[config.mk]
export PLATFORM = sky130hd
export DESIGN_NAME = cmd_controller
export DESIGN_NICKNAME = d
export VERILOG_FILES = /design/src/rtl/cmd_controller_pkg.sv /design/src/rtl/cmd_timeout.sv /design/src/rtl/cmd_controller.sv
export SDC_FILE = /design/constraint.sdc
export NUM_CORES = 1
export LEC_CHECK = 0
export CAP_MARGIN = 15
export CORE_UTILIZATION = 42
export CTS_BUF_LIST = sky130_fd_sc_hd__clkbuf_4 sky130_fd_sc_hd__clkbuf_8 sky130_fd_sc_hd__clkbuf_16
export DETAILED_ROUTE_END_ITERATION = 8
export HOLD_SLACK_MARGIN = 0.05
export SYNTH_ARGS = -nofsm -noshare
export SYNTH_HDL_FRONTEND = slang
export SYNTH_SLANG_ARGS = --single-unit
[constraint.sdc]
create_clock -name clk -period 3.1 [get_ports clk]
set_clock_uncertainty 0.2 [all_clocks]
set_input_delay 0.775 -clock clk [delete_from_list [all_inputs] [get_ports clk]]
set_output_delay 0.775 -clock clk [all_outputs]
set_load 0.05 [all_outputs]
[src/rtl/cmd_controller_pkg.sv]
// ============================================================================
// cmd_controller_pkg : opcodes, reply bytes, FSM states and frame helpers
// Revision 1.0
// ============================================================================
`default_nettype none

package cmd_controller_pkg;

  localparam logic [3:0] c_op_read  = 4'd1;
  localparam logic [3:0] c_op_write = 4'd2;
  localparam logic [3:0] c_op_draw  = 4'd3;
  localparam logic [3:0] c_op_fill  = 4'd4;

  localparam logic [7:0] c_ack_byte = 8'hA5;
  localparam logic [7:0] c_nak_byte = 8'hEE;

  typedef enum logic [3:0] {
    S_IDLE       = 4'd0,
    S_RX_FIELDS  = 4'd1,
    S_READ_REQ   = 4'd2,
    S_READ_WAIT  = 4'd3,
    S_READ_SEND  = 4'd4,
    S_READ_HOLD  = 4'd5,
    S_WRITE_DATA = 4'd6,
    S_FILL       = 4'd7,
    S_DRAW_WAIT  = 4'd8,
    S_ACK        = 4'd9
  } state_t;

  function automatic logic is_known_op(input logic [3:0] op);
    return (op == c_op_read) || (op == c_op_write) ||
           (op == c_op_draw) || (op == c_op_fill);
  endfunction

  // Number of bytes following the header (WRITE payload excluded).
  function automatic logic [7:0] field_total(input logic [3:0] op,
                                             input int unsigned addr_bytes,
                                             input int unsigned count_bytes);
    case (op)
      c_op_draw: return 8'(1 + addr_bytes);
      c_op_fill: return 8'(count_bytes + addr_bytes + 1);
      default:   return 8'(count_bytes + addr_bytes);
    endcase
  endfunction

endpackage

`default_nettype wire

[src/rtl/cmd_timeout.sv]
// ============================================================================
// cmd_timeout : inter-byte idle down-counter, expires after CYCLES idle cycles
// Revision 1.0
// ============================================================================
`default_nettype none

module cmd_timeout #(
  parameter int unsigned CYCLES = 1000000
) (
  input  logic clk,
  input  logic rst,
  input  logic clear,
  input  logic enable,
  output logic expired
);

  generate
    if (CYCLES == 0) begin : g_disabled
      assign expired = 1'b0;
    end else begin : g_enabled
      localparam int unsigned CW = (CYCLES > 1) ? $clog2(CYCLES) : 1;
      localparam logic [CW-1:0] LOAD = CW'(CYCLES - 1);
      localparam logic [CW-1:0] ONE  = CW'(1);

      logic [CW-1:0] r_count;

      always_ff @(posedge clk) begin
        if (rst || clear) begin
          r_count <= LOAD;
        end else if (enable && (r_count != '0)) begin
          r_count <= r_count - ONE;
        end
      end

      assign expired = enable && !clear && (r_count == '0);
    end
  endgenerate

endmodule

`default_nettype wire

[src/rtl/cmd_controller.sv]
// ============================================================================
// cmd_controller : UART frame parser driving memory READ/WRITE/FILL and GPU DRAW
// Revision 1.0
// ============================================================================
`default_nettype none

module cmd_controller
  import cmd_controller_pkg::*;
#(
  parameter int unsigned ADDR_WIDTH     = 16,
  parameter int unsigned COUNT_WIDTH    = 8,
  parameter int unsigned TIMEOUT_CYCLES = 1000000,
  parameter bit          ACK_ENABLE     = 1'b1
) (
  input  logic                  clk,
  input  logic                  rst,
  input  logic                  received,
  input  logic [7:0]            rx_byte,
  input  logic                  is_transmitting,
  output logic                  transmit,
  output logic [7:0]            tx_byte,
  output logic                  mem_read,
  output logic                  mem_write,
  output logic [ADDR_WIDTH-1:0] mem_addr,
  output logic [7:0]            mem_wdata,
  input  logic [7:0]            mem_rdata,
  output logic                  gpu_draw,
  output logic [ADDR_WIDTH-1:0] gpu_addr,
  output logic [3:0]            gpu_lines,
  output logic [3:0]            gpu_x,
  output logic [3:0]            gpu_y,
  input  logic                  gpu_ready,
  output logic                  busy
);

  localparam int unsigned ADDR_BYTES  = (ADDR_WIDTH + 7) / 8;
  localparam int unsigned COUNT_BYTES = (COUNT_WIDTH + 7) / 8;
  localparam logic [7:0] CB8 = 8'(COUNT_BYTES);
  localparam logic [7:0] AB8 = 8'(ADDR_BYTES);
  localparam logic [ADDR_WIDTH-1:0]  ADDR_ONE  = ADDR_WIDTH'(1);
  localparam logic [COUNT_WIDTH-1:0] COUNT_ONE = COUNT_WIDTH'(1);
  localparam state_t DONE_STATE = ACK_ENABLE ? S_ACK : S_IDLE;

  state_t                 r_state;
  logic [3:0]             r_op, r_arg;
  logic [7:0]             r_field_idx, r_value, r_xy, r_ack_byte, r_tx_byte;
  logic [ADDR_WIDTH-1:0]  r_addr, r_mem_addr, r_gpu_addr;
  logic [COUNT_WIDTH-1:0] r_count;
  logic [7:0]             r_mem_wdata;
  logic                   r_transmit, r_mem_read, r_mem_write, r_gpu_draw;
  logic [3:0]             r_gpu_lines, r_gpu_x, r_gpu_y;

  logic                   w_armed, w_timeout, w_is_draw, w_last_field;
  logic                   w_in_count, w_in_addr, w_in_xy;
  logic [ADDR_WIDTH-1:0]  w_addr_next, w_addr_inc;
  logic [COUNT_WIDTH-1:0] w_count_next;

  // Multi-byte fields arrive big-endian, so each byte shifts in from the bottom.
  assign w_addr_next  = (r_addr << 8) | ADDR_WIDTH'(rx_byte);
  assign w_count_next = (r_count << 8) | COUNT_WIDTH'(rx_byte);
  assign w_addr_inc   = r_addr + ADDR_ONE;

  assign w_is_draw    = (r_op == c_op_draw);
  assign w_last_field = (r_field_idx == field_total(r_op, ADDR_BYTES, COUNT_BYTES) - 8'd1);
  assign w_in_xy      = w_is_draw && (r_field_idx == 8'd0);
  assign w_in_count   = !w_is_draw && (r_field_idx < CB8);
  assign w_in_addr    = w_is_draw ? (r_field_idx != 8'd0)
                                  : ((r_field_idx >= CB8) && (r_field_idx < CB8 + AB8));

  assign w_armed = (r_state == S_RX_FIELDS) || (r_state == S_WRITE_DATA);

  cmd_timeout #(.CYCLES(TIMEOUT_CYCLES)) u_timeout (
    .clk     (clk),
    .rst     (rst),
    .clear   (received || !w_armed),
    .enable  (w_armed),
    .expired (w_timeout)
  );

  always_ff @(posedge clk) begin
    if (rst) begin
      r_state     <= S_IDLE;
      r_op        <= '0;  r_arg       <= '0;
      r_field_idx <= '0;  r_value     <= '0;
      r_xy        <= '0;  r_ack_byte  <= '0;
      r_addr      <= '0;  r_count     <= '0;
      r_transmit  <= 1'b0; r_tx_byte  <= '0;
      r_mem_read  <= 1'b0; r_mem_write <= 1'b0;
      r_mem_addr  <= '0;  r_mem_wdata <= '0;
      r_gpu_draw  <= 1'b0; r_gpu_addr <= '0;
      r_gpu_lines <= '0;  r_gpu_x     <= '0;  r_gpu_y <= '0;
    end else begin
      r_transmit  <= 1'b0;
      r_mem_read  <= 1'b0;
      r_mem_write <= 1'b0;
      r_mem_addr  <= '0;
      r_mem_wdata <= '0;
      r_gpu_draw  <= 1'b0;
      case (r_state)
        S_IDLE: if (received) begin
          r_op        <= rx_byte[3:0];
          r_arg       <= rx_byte[7:4];
          r_field_idx <= '0;
          r_addr      <= '0;
          r_count     <= '0;
          r_ack_byte  <= c_nak_byte;
          r_state     <= is_known_op(rx_byte[3:0]) ? S_RX_FIELDS : DONE_STATE;
        end
        S_RX_FIELDS: if (w_timeout) begin
          r_ack_byte <= c_nak_byte;
          r_state    <= DONE_STATE;
        end else if (received) begin
          r_field_idx <= r_field_idx + 8'd1;
          if (w_in_count)     r_count <= w_count_next;
          else if (w_in_addr) r_addr  <= w_addr_next;
          else if (w_in_xy)   r_xy    <= rx_byte;
          else                r_value <= rx_byte;
          if (w_last_field) begin
            r_ack_byte <= c_ack_byte;
            case (r_op)
              c_op_read:  r_state <= S_READ_REQ;
              c_op_write: r_state <= S_WRITE_DATA;
              c_op_fill:  r_state <= S_FILL;
              default: begin
                // The final draw field is always an address byte.
                r_state     <= S_DRAW_WAIT;
                r_gpu_draw  <= 1'b1;
                r_gpu_addr  <= w_addr_next;
                r_gpu_lines <= r_arg;
                r_gpu_x     <= r_xy[7:4];
                r_gpu_y     <= r_xy[3:0];
              end
            endcase
          end
        end
        S_READ_REQ: if (!is_transmitting) begin
          r_mem_read <= 1'b1;
          r_mem_addr <= r_addr;
          r_state    <= S_READ_WAIT;
        end
        S_READ_WAIT: r_state <= S_READ_SEND;
        S_READ_SEND: begin
          r_transmit <= 1'b1;
          r_tx_byte  <= mem_rdata;
          r_state    <= S_READ_HOLD;
        end
        // Gives the transmitter a cycle to raise its busy flag.
        S_READ_HOLD: begin
          r_addr  <= w_addr_inc;
          r_count <= r_count - COUNT_ONE;
          r_state <= (r_count == '0) ? S_IDLE : S_READ_REQ;
        end
        S_WRITE_DATA: if (w_timeout) begin
          r_ack_byte <= c_nak_byte;
          r_state    <= DONE_STATE;
        end else if (received) begin
          r_mem_write <= 1'b1;
          r_mem_addr  <= r_addr;
          r_mem_wdata <= rx_byte;
          r_addr      <= w_addr_inc;
          r_count     <= r_count - COUNT_ONE;
          if (r_count == '0) r_state <= DONE_STATE;
        end
        S_FILL: begin
          r_mem_write <= 1'b1;
          r_mem_addr  <= r_addr;
          r_mem_wdata <= r_value;
          r_addr      <= w_addr_inc;
          r_count     <= r_count - COUNT_ONE;
          if (r_count == '0) r_state <= DONE_STATE;
        end
        S_DRAW_WAIT: if (gpu_ready && !r_gpu_draw) r_state <= DONE_STATE;
        S_ACK: if (!is_transmitting) begin
          r_transmit <= 1'b1;
          r_tx_byte  <= r_ack_byte;
          r_state    <= S_IDLE;
        end
        default: r_state <= S_IDLE;
      endcase
    end
  end

  // Strobes are masked while rst is high so none coincide with a reset cycle.
  assign transmit  = r_transmit  & ~rst;
  assign mem_read  = r_mem_read  & ~rst;
  assign mem_write = r_mem_write & ~rst;
  assign gpu_draw  = r_gpu_draw  & ~rst;
  assign mem_addr  = rst ? '0 : r_mem_addr;
  assign mem_wdata = rst ? '0 : r_mem_wdata;
  assign tx_byte   = r_tx_byte;
  assign gpu_addr  = r_gpu_addr;
  assign gpu_lines = r_gpu_lines;
  assign gpu_x     = r_gpu_x;
  assign gpu_y     = r_gpu_y;
  assign busy      = (r_state != S_IDLE);

endmodule

`default_nettype wire

==> results.yml, run 1 <==
synth:
  synth-edff-count: 0
  ys.flop_type: "dfxtp_1"
  synthTopCellsByArea: "dfxtp_1, nor2_1, nand2_1"
  synth_top_area_cell: "dfxtp_1"
  ys_types: 71
  syn-instance-count: 827
  synth-seq-area-share: 0.434
  syn_area_sq_um: 6790
  ys_warn_count: 0
  synth_common_cells: "dfxtp_1, nor2_1, nand2_1, a21oi_1, clkbuf_1"
  synth_most_common_cell: "dfxtp_1"
  avgSynthCellArea_sq_um: 8.21
  async_flop_share: 0
  synth_fp_nets: 854
  yosys.area.top_type_share: 0.434
  ys_seq_elements: 147
pwr:
  pwr-share-comb: 0.254
  power_density_nw_per_um2: 689
  clkPwrFrac: 0.390
  ir_worst_vdd_mv: 0.414
  finalPower_mw: 5.92
  p_sw_mw: 1.81
  p_int_mw: 4.11
  p_sw_frac: 0.306
  seq_power_share: 0.356
  power.leakage_nw: 3.11
critical_path:
  slowest_delay_ns: 0.55
  crit_chain: "inv_1, ha_1, or4b_1, or4b_4, o21a_2, nand3_2, nor4_1, or3_1"
  cp.arrival_ns: 2.92
  endpoint_kind: "register"
  crit_path_max_fanout: 14
  required_ns: 3.20
  path_class: "register to register"
  cp_num_buf_inv: 1
  critPathSlowestCell: "or4b_4"
  startpoint_type: "register"
  cpLargestDelayFamily: "simple AND/OR/NAND/NOR gates"
clock_network:
  cts_setup_buffers: 0
  ctsRootBufferMaster: "clkbuf_16"
  clk_pin_slew_ns: 0.06
  htreeDepth: 4
  clk_path_buf_depth: 2
  cts_sinks: 147
  cts_buffers: 17
  cts_tree: "yes"
  cts_resized: 0
  hold_buffers: 0
  insertion_delay_ns: 0.42
finish:
  layout.cells.non_filler: 1140
  fin_area_sq_um: 8590
  nets: 939
  area_growth_pct: 26.6
  diodes: 0
  final_util: 0.543
  drive_above_1_share: 0.129
  fillers: 1461
sta:
  timing.fmax_mhz: 355
  slew_headroom: 0.480
  setup_viol: 0
  hold_slack_ns: 0.254
  hold_viol: 0
  period_share: 0.908
  setup_tns_ns: 0
  finalMaxSlewViolations: 0
  tightest_slew_ns: 0.769
  setup_slack_ns: 0.286
  min_period_ns: 2.81
  grt_setup_unrepaired: "false"
grt:
  grt_pass1_wl_microns: 28900
  grt_max_degree: 45
  grt_pass1_vias: 5718
  grt_use_total: 0.222
  gr-total-overflow: 0
  antenna_found_initial: 0
route:
  drcViolationCount: 0
  wl_per_cell_microns: 15.6
  routed_wl_microns: 17700
  ant_nets: 0
  drt-initial-drc-count: 615
  firstDrtPassIters: 7
  routed-via-count: 6147
  viasPerCell: 5.39
outcome:
  status: "finished, final reports clean"
floorplan:
  fp.dieArea_sq_um: 16700
  coreArea_sq_um: 15800
  rows: 46
  io_pins: 86
  die_h_microns: 129
  initial_utilization: 0.429
  die_x_microns: 129
placement:
  place_inst: 1109
  pre_cts_slack_ns: 0.191
  portBuffers: 85
  gp_congestion: 0.845
  dpl-instance-area_sq_um: 7930
  dp_hpwl_microns: 12100
min_path:
  hp-class: "register to register"
run:
  cap_violations: 0
## state kept, by name, indices dropped and copies added (netlist names), 3 cells and up
name,flops
u_timeout.g_enabled.r_count,20
gpu_addr,16
r_addr,16
r_mem_addr,16
r_count,8
r_field_idx,8
r_mem_wdata,8
r_value,8
r_xy,8
tx_byte,8
gpu_lines,4
gpu_x,4
gpu_y,4
r_arg,4
r_op,4
r_state,4
r_ack_byte,3
## final timing paths
| path | slack [ns] | depth (start not counted) | from | end |
|---|---|---|---|---|
| setup / recovery | 0.29 | 8 | u_timeout.g_enabled.r_count[0] | u_timeout.g_enabled.r_count[19] |
| hold / removal | 0.25 | 2 | gpu_lines[1] | gpu_lines[1] |
| setup reg to reg | 0.29 | 8 | u_timeout.g_enabled.r_count[0] | u_timeout.g_enabled.r_count[19] |
| hold reg to reg | 0.25 | 2 | gpu_lines[1] | gpu_lines[1] |
## power by group through the flow
| stage | Combinational (mW) | Clock, mW | Sequential (mW) |
|---|---|---|---|
| final | 1.50 | 2.31 | 2.11 |
| after CTS | 1.50 | 2.35 | 2.10 |
| after floorplan | 1.02 | 0 | 2.18 |
| after detailed placement | 1.49 | 0 | 2.15 |
| after global routing | 1.65 | 2.44 | 2.12 |
| after global placement | 1.46 | 0 | 2.14 |
## area by class of cell
| type | instances | area, sq um | share of cell area |
|---|---|---|---|
| Tap cell | 216 | 270 | 0.0314 |
| Sequential cell | 147 | 2940 | 0.342 |
| Clock buffer | 20 | 454 | 0.0528 |
| Timing Repair Buffer | 120 | 1090 | 0.127 |
| Inverter | 13 | 48.8 | 0.00568 |
| Clock inverter | 11 | 208 | 0.0242 |
| Multi-Input combinational cell | 613 | 3580 | 0.417 |
## tightest hold or removal path, delay by kind of cell (launching register included)
kind	cells	cell delay, ns
AOI/OAI and AO/OA	1	0.05
DFF	1	0.30
and+or+nand+nor	1	0.05
## logic make-up after synthesis
kind of cell               Yosys count  share of synthesized area
and+or+nand+nor                    382                      0.283
AOI/OAI and AO/OA                  181                      0.171
DFF                                147                      0.434
buffers and inverters               67                     0.0395
muxes                               27                     0.0402
xor gates and xnor gates            17                     0.0219
adders and majority gates            6                     0.0111
## placed cells by master (no fill, tap or decap), types with 6 or more instances in the layout
master,netlist,layout
nor2b_1,31,31
clkbuf_16,0,17
a211oi_1,18,18
bufinv_16,0,6
nand3_1,21,21
nor2_1,107,107
xnor2_1,7,7
a21oi_1,78,78
nand3b_1,7,7
nand4_1,6,6
inv_1,13,13
buf_4,1,61
a22oi_1,7,7
nor3_1,18,18
and3_1,9,9
nand2_1,105,105
and2_1,21,21
or3_1,12,12
clkdlybuf4s50_1,0,55
mux2i_1,25,25
ha_1,6,6
o21ai_0,25,25
dfxtp_1,147,147
nor4_1,6,6
nand2b_1,9,9
xor2_1,10,10
## layer usage
| metal | global-route usage | up-vias | share of wire |
|---|---|---|---|
| li1 | - | 3058 | - |
| met1 | 0.295 | 2882 | 0.47 |
| met2 | 0.345 | 184 | 0.45 |
| met3 | 0.0582 | 23 | 0.060 |
| met4 | 0.0837 | 0 | 0.018 |
| met5 | 0 | - | 0 |
Note: power is estimated with default switching activity, not from simulation.
==> inputs of run 2 (changes only) <==
--- a/config.mk
+++ b/config.mk
@@ -6,6 +6,7 @@
 export NUM_CORES = 1
 export LEC_CHECK = 0
 export CAP_MARGIN = 15
+export CORE_MARGIN = 5
 export CORE_UTILIZATION = 42
 export CTS_BUF_LIST = sky130_fd_sc_hd__clkbuf_4 sky130_fd_sc_hd__clkbuf_8 sky130_fd_sc_hd__clkbuf_16
 export DETAILED_ROUTE_END_ITERATION = 8
==> results.yml, run 2 (synthesis results as in run 1) <==
outcome:
  status: "finished, final reports clean"
placement:
  pre_cts_slack_ns: 0.176
  portBuffers: 85
  gp_congestion: 0.905
  dp_hpwl_microns: 12500
  dpl-instance-area_sq_um: 7950
  place_inst: 1109
route:
  drt-initial-drc-count: 425
  routed_wl_microns: 18100
  drcViolationCount: 0
  viasPerCell: 5.44
  route.met3.wl_microns: 1350
  ant_nets: 0
  top_layer_used: "met4"
  routed-via-count: 6189
  wl_met1_microns: 8310
  wl_per_cell_microns: 15.9
  firstDrtPassIters: 5
  route.met2.wl_microns: 8220
floorplan:
  fp.dieArea_sq_um: 18800
  initial_utilization: 0.427
  die_h_microns: 137
  rows: 46
  io_pins: 86
  die_x_microns: 137
  coreArea_sq_um: 15900
grt:
  grt_use_total: 0.198
  antenna_found_initial: 0
  grt_pass1_vias: 5773
  grt_max_degree: 56
  gr-total-overflow: 0
  grt_pass1_wl_microns: 29700
finish:
  nets: 939
  mostFrequentLayoutCell: "dfxtp_1"
  largest_reg_flops: 20
  area_growth_pct: 25.2
  regArea_sq_um: 2940
  diodes: 0
  final_util: 0.535
  multi_input_area_sq_um: 3580
  fin_area_sq_um: 8490
  mostFrequentLayoutCells: "dfxtp_1, nor2_1, nand2_1"
  drive_above_1_share: 0.126
  layout.cells.non_filler: 1137
  fillers: 1481
  largest-register: "u_timeout.g_enabled.r_count"
clock_network:
  cts_tree: "yes"
  hold_buffers: 0
  cts_buffers: 17
  cts_setup_buffers: 0
  clk_path_buf_depth: 2
  htreeDepth: 4
  insertion_delay_ns: 0.42
  clk_pin_slew_ns: 0.06
  ctsRootBufferMaster: "clkbuf_16"
  cts_resized: 0
  cts_sinks: 147
pwr:
  power.leakage_nw: 3.07
  power_density_nw_per_um2: 653
  clkPwrFrac: 0.348
  ir_worst_vdd_mv: 0.411
  seq_power_share: 0.380
  p_sw_frac: 0.323
  pwr-share-comb: 0.272
  p_sw_mw: 1.79
  p_int_mw: 3.76
critical_path:
  critPathSlowestCell: "or4b_4"
  path_class: "register to register"
  endpoint_kind: "register"
  required_ns: 3.18
  crit_chain: "inv_1, ha_1, or4b_1, or4b_4, nor2_4, o221ai_2, a2111oi_2, a211oi_1"
  crit_path_max_fanout: 7
  cp.arrival_ns: 2.90
  startpoint_type: "register"
  r2r_slack_ns: 0.28
  slowest_delay_ns: 0.56
sta:
  setup_tns_ns: 0
  grt_setup_unrepaired: "false"
  tightest_slew_ns: 0.718
  timing.fmax_mhz: 355
  slew_headroom: 0.514
  period_share: 0.909
  setup_viol: 0
  setup_slack_ns: 0.281
  hold_viol: 0
  min_period_ns: 2.82
  finalMaxSlewViolations: 0
run:
  cap_violations: 0
min_path:
  hp-class: "register to register"
run 2: cell count changes in the layout (fill, tap and decap cells not counted):
cell	change
buf_4	-1
clkinv_4	+1
bufinv_16	-5
clkinv_2	-1
clkinvlp_4	-1
buf_12	+1
clkbuf_8	+3
run 2: routing by layer:
| metal | vias up | GRT usage |
|---|---|---|
| met5 | - | 0 |
| met3 | 21 | 0.0559 |
| met1 | 2894 | 0.267 |
| met2 | 214 | 0.308 |
| met4 | 0 | 0.0593 |
| li1 | 3060 | - |
run 2: power by group through the flow:
| stage | logic (mW) | clock network, mW | registers (mW) |
|---|---|---|---|
| 2_1_floorplan | 1.02 | 0 | 2.18 |
| 3_3_place_gp | 1.46 | 0 | 2.14 |
| 3_5_place_dp | 1.50 | 0 | 2.15 |
| 4_1_cts | 1.50 | 1.96 | 2.11 |
| 5_1_grt | 1.66 | 2.05 | 2.12 |
| 6_report | 1.51 | 1.93 | 2.11 |
run 2: final timing paths:
kind / start / cells past startpoint / endpoint
setup / recovery: u_timeout.g_enabled.r_count[0] / 8 / r_state[3]
hold reg to reg: r_xy[5] / 2 / gpu_x[1]
hold / removal: r_xy[5] / 2 / gpu_x[1]
setup reg to reg: u_timeout.g_enabled.r_count[0] / 8 / r_state[3]
run 2: final cells by class:
cell class                      count  area share
Tap cell                          216      0.0318
Clock inverter                      5     0.00633
Clock buffer                       23      0.0583
Timing Repair Buffer              120       0.130
Inverter                           13     0.00574
Sequential cell                   147       0.346
Multi-Input combinational cell    613       0.422
run 2: critical path, delay by kind of cell (launching register included):
family	cells	cell delay, ns
AOI/OAI and AO/OA	3	0.68
DFF	1	0.33
adders and majority gates	1	0.23
and+or+nand+nor	3	1.19
buffers and inverters	1	0.07
run 2: through the flow:
stage / hold WS (ns) / total power [mW]
3_5_place_dp: 0.244 / 3.64
2_1_floorplan: 0.229 / 3.19
4_1_cts: 0.252 / 5.57
3_3_place_gp: 0.239 / 3.61
5_1_grt: 0.269 / 5.84
6_report: 0.251 / 5.55
==> inputs of run 3 (changes only) <==
--- a/config.mk
+++ b/config.mk
@@ -6,11 +6,12 @@
 export NUM_CORES = 1
 export LEC_CHECK = 0
 export CAP_MARGIN = 15
-export CORE_MARGIN = 5
+export CORE_MARGIN = 2
 export CORE_UTILIZATION = 42
 export CTS_BUF_LIST = sky130_fd_sc_hd__clkbuf_4 sky130_fd_sc_hd__clkbuf_8 sky130_fd_sc_hd__clkbuf_16
 export DETAILED_ROUTE_END_ITERATION = 8
 export HOLD_SLACK_MARGIN = 0.05
+export RECOVER_POWER = 100
 export SYNTH_ARGS = -nofsm -noshare
 export SYNTH_HDL_FRONTEND = slang
 export SYNTH_SLANG_ARGS = --single-unit
==> results.yml, run 3 (synthesis results as in run 1) <==
route:
  wl_per_cell_microns: 15.9
  routed_wl_microns: 18100
  drcViolationCount: 0
  drt-initial-drc-count: 560
  ant_nets: 0
  firstDrtPassIters: 5
  viasPerCell: 5.47
  routed-via-count: 6245
clock_network:
  clk_path_buf_depth: 2
  htreeDepth: 4
  clk_pin_slew_ns: 0.06
  hold_buffers: 0
  cts_tree: "yes"
  insertion_delay_ns: 0.42
  cts_resized: 0
  cts_buffers: 17
  cts_setup_buffers: 0
  ctsRootBufferMaster: "clkbuf_16"
  cts_sinks: 147
grt:
  grt_pass1_wl_microns: 29600
  use_met2: 0.330
  gr-total-overflow: 0
  grt_use_total: 0.210
  antenna_found_initial: 0
  grt_pass1_vias: 5879
  use_met1: 0.281
  grtUsageMet3: 0.0459
  grt.busiest_layer: "met2"
  grt_max_degree: 56
floorplan:
  io_pins: 86
  initial_utilization: 0.429
  coreArea_sq_um: 15800
  die_h_microns: 131
  die_x_microns: 131
  fp.dieArea_sq_um: 17200
  rows: 46
finish:
  diodes: 0
  area_growth_pct: 23.1
  multi_input_area_sq_um: 3570
  regArea_sq_um: 2940
  mostFrequentLayoutCell: "dfxtp_1"
  fillers: 1490
  drive_above_1_share: 0.0843
  fin_area_sq_um: 8350
  nets: 940
  mostFrequentLayoutCells: "dfxtp_1, nor2_1, nand2_1"
  largest_reg_flops: 20
  largest-register: "u_timeout.g_enabled.r_count"
  layout.cells.non_filler: 1141
pwr:
  ir_worst_vdd_mv: 0.537
  power_density_nw_per_um2: 682
  seq_power_share: 0.370
  p_sw_frac: 0.319
  p_int_mw: 3.88
  p_sw_mw: 1.82
  power.leakage_nw: 3.04
  clkPwrFrac: 0.374
  pwr-share-comb: 0.256
sta:
  period_share: 0.938
  min_period_ns: 2.91
  setup_tns_ns: 0
  setup_viol: 0
  grt_setup_unrepaired: "false"
  tightest_slew_ns: 0.691
  slew_headroom: 0.533
  setup_slack_ns: 0.192
  timing.fmax_mhz: 344
  finalMaxSlewViolations: 0
  hold_viol: 0
placement:
  gp_congestion: 0.886
  portBuffers: 85
  place_inst: 1110
  pre_cts_slack_ns: 0.191
  dpl-instance-area_sq_um: 8240
  dp_hpwl_microns: 12400
min_path:
  hp-class: "register to register"
critical_path:
  startpoint_type: "primary input"
  path_class: "primary input to register"
  cp.arrival_ns: 2.99
  endpoint_kind: "register"
  crit_path_max_fanout: 12
  required_ns: 3.18
outcome:
  status: "finished, final reports clean"
run:
  cap_violations: 0
[run 3: path summary, 6_finish.rpt]
| path | startpoint | endpoint | slack, ns | cells past startpoint |
|---|---|---|---|---|
| setup / recovery | received | r_value[3] | 0.19 | 7 |
| hold / removal | r_xy[1] | gpu_y[1] | 0.25 | 2 |
| setup reg to reg | u_timeout.g_enabled.r_count[0] | u_timeout.g_enabled.r_count[19] | 0.20 | 8 |
| hold reg to reg | r_xy[1] | gpu_y[1] | 0.25 | 2 |
[run 3: layout make-up]
cell class | count | area share
multi-input combinational | 613 | 0.427
sequential | 147 | 0.352
timing repair buffer | 121 | 0.109
clock buffer | 22 | 0.0584
tap | 216 | 0.0323
clock inverter | 9 | 0.0151
inverter | 13 | 0.00584
[run 3: stage by stage]
stage / util / power (mW) / hold slack, ns
2_1_floorplan: - / 3.19 / 0.229
3_5_place_dp: 0.521 / 3.65 / 0.247
5_1_grt: 0.528 / 5.97 / 0.273
4_1_cts: 0.559 / 5.78 / 0.254
3_3_place_gp: 0.521 / 3.61 / 0.242
6_report: 0.528 / 5.70 / 0.251
[run 3: power groups by stage]
stage	combinational, mW	clock [mW]	sequential (mW)
floorplan	1.02	0	2.18
global placement	1.47	0	2.14
detailed placement	1.50	0	2.15
CTS	1.51	2.16	2.11
global route	1.60	2.24	2.13
finish	1.46	2.13	2.11
[run 3: critical path, cell delays in order]
cell	delay (ns)
dlygate4sd3_1	0.61
buf_4	0.24
nand2_1	0.29
a211oi_4	0.24
clkbuf_1	0.51
mux2i_1	0.25
nor2_1	0.06
[run 3: routing by layer]
metal  wire (microns)  up-vias
met4              320        0
met2             8210      219
li1                 -     3066
met3             1190       29
met5                0        -
met1             8400     2931
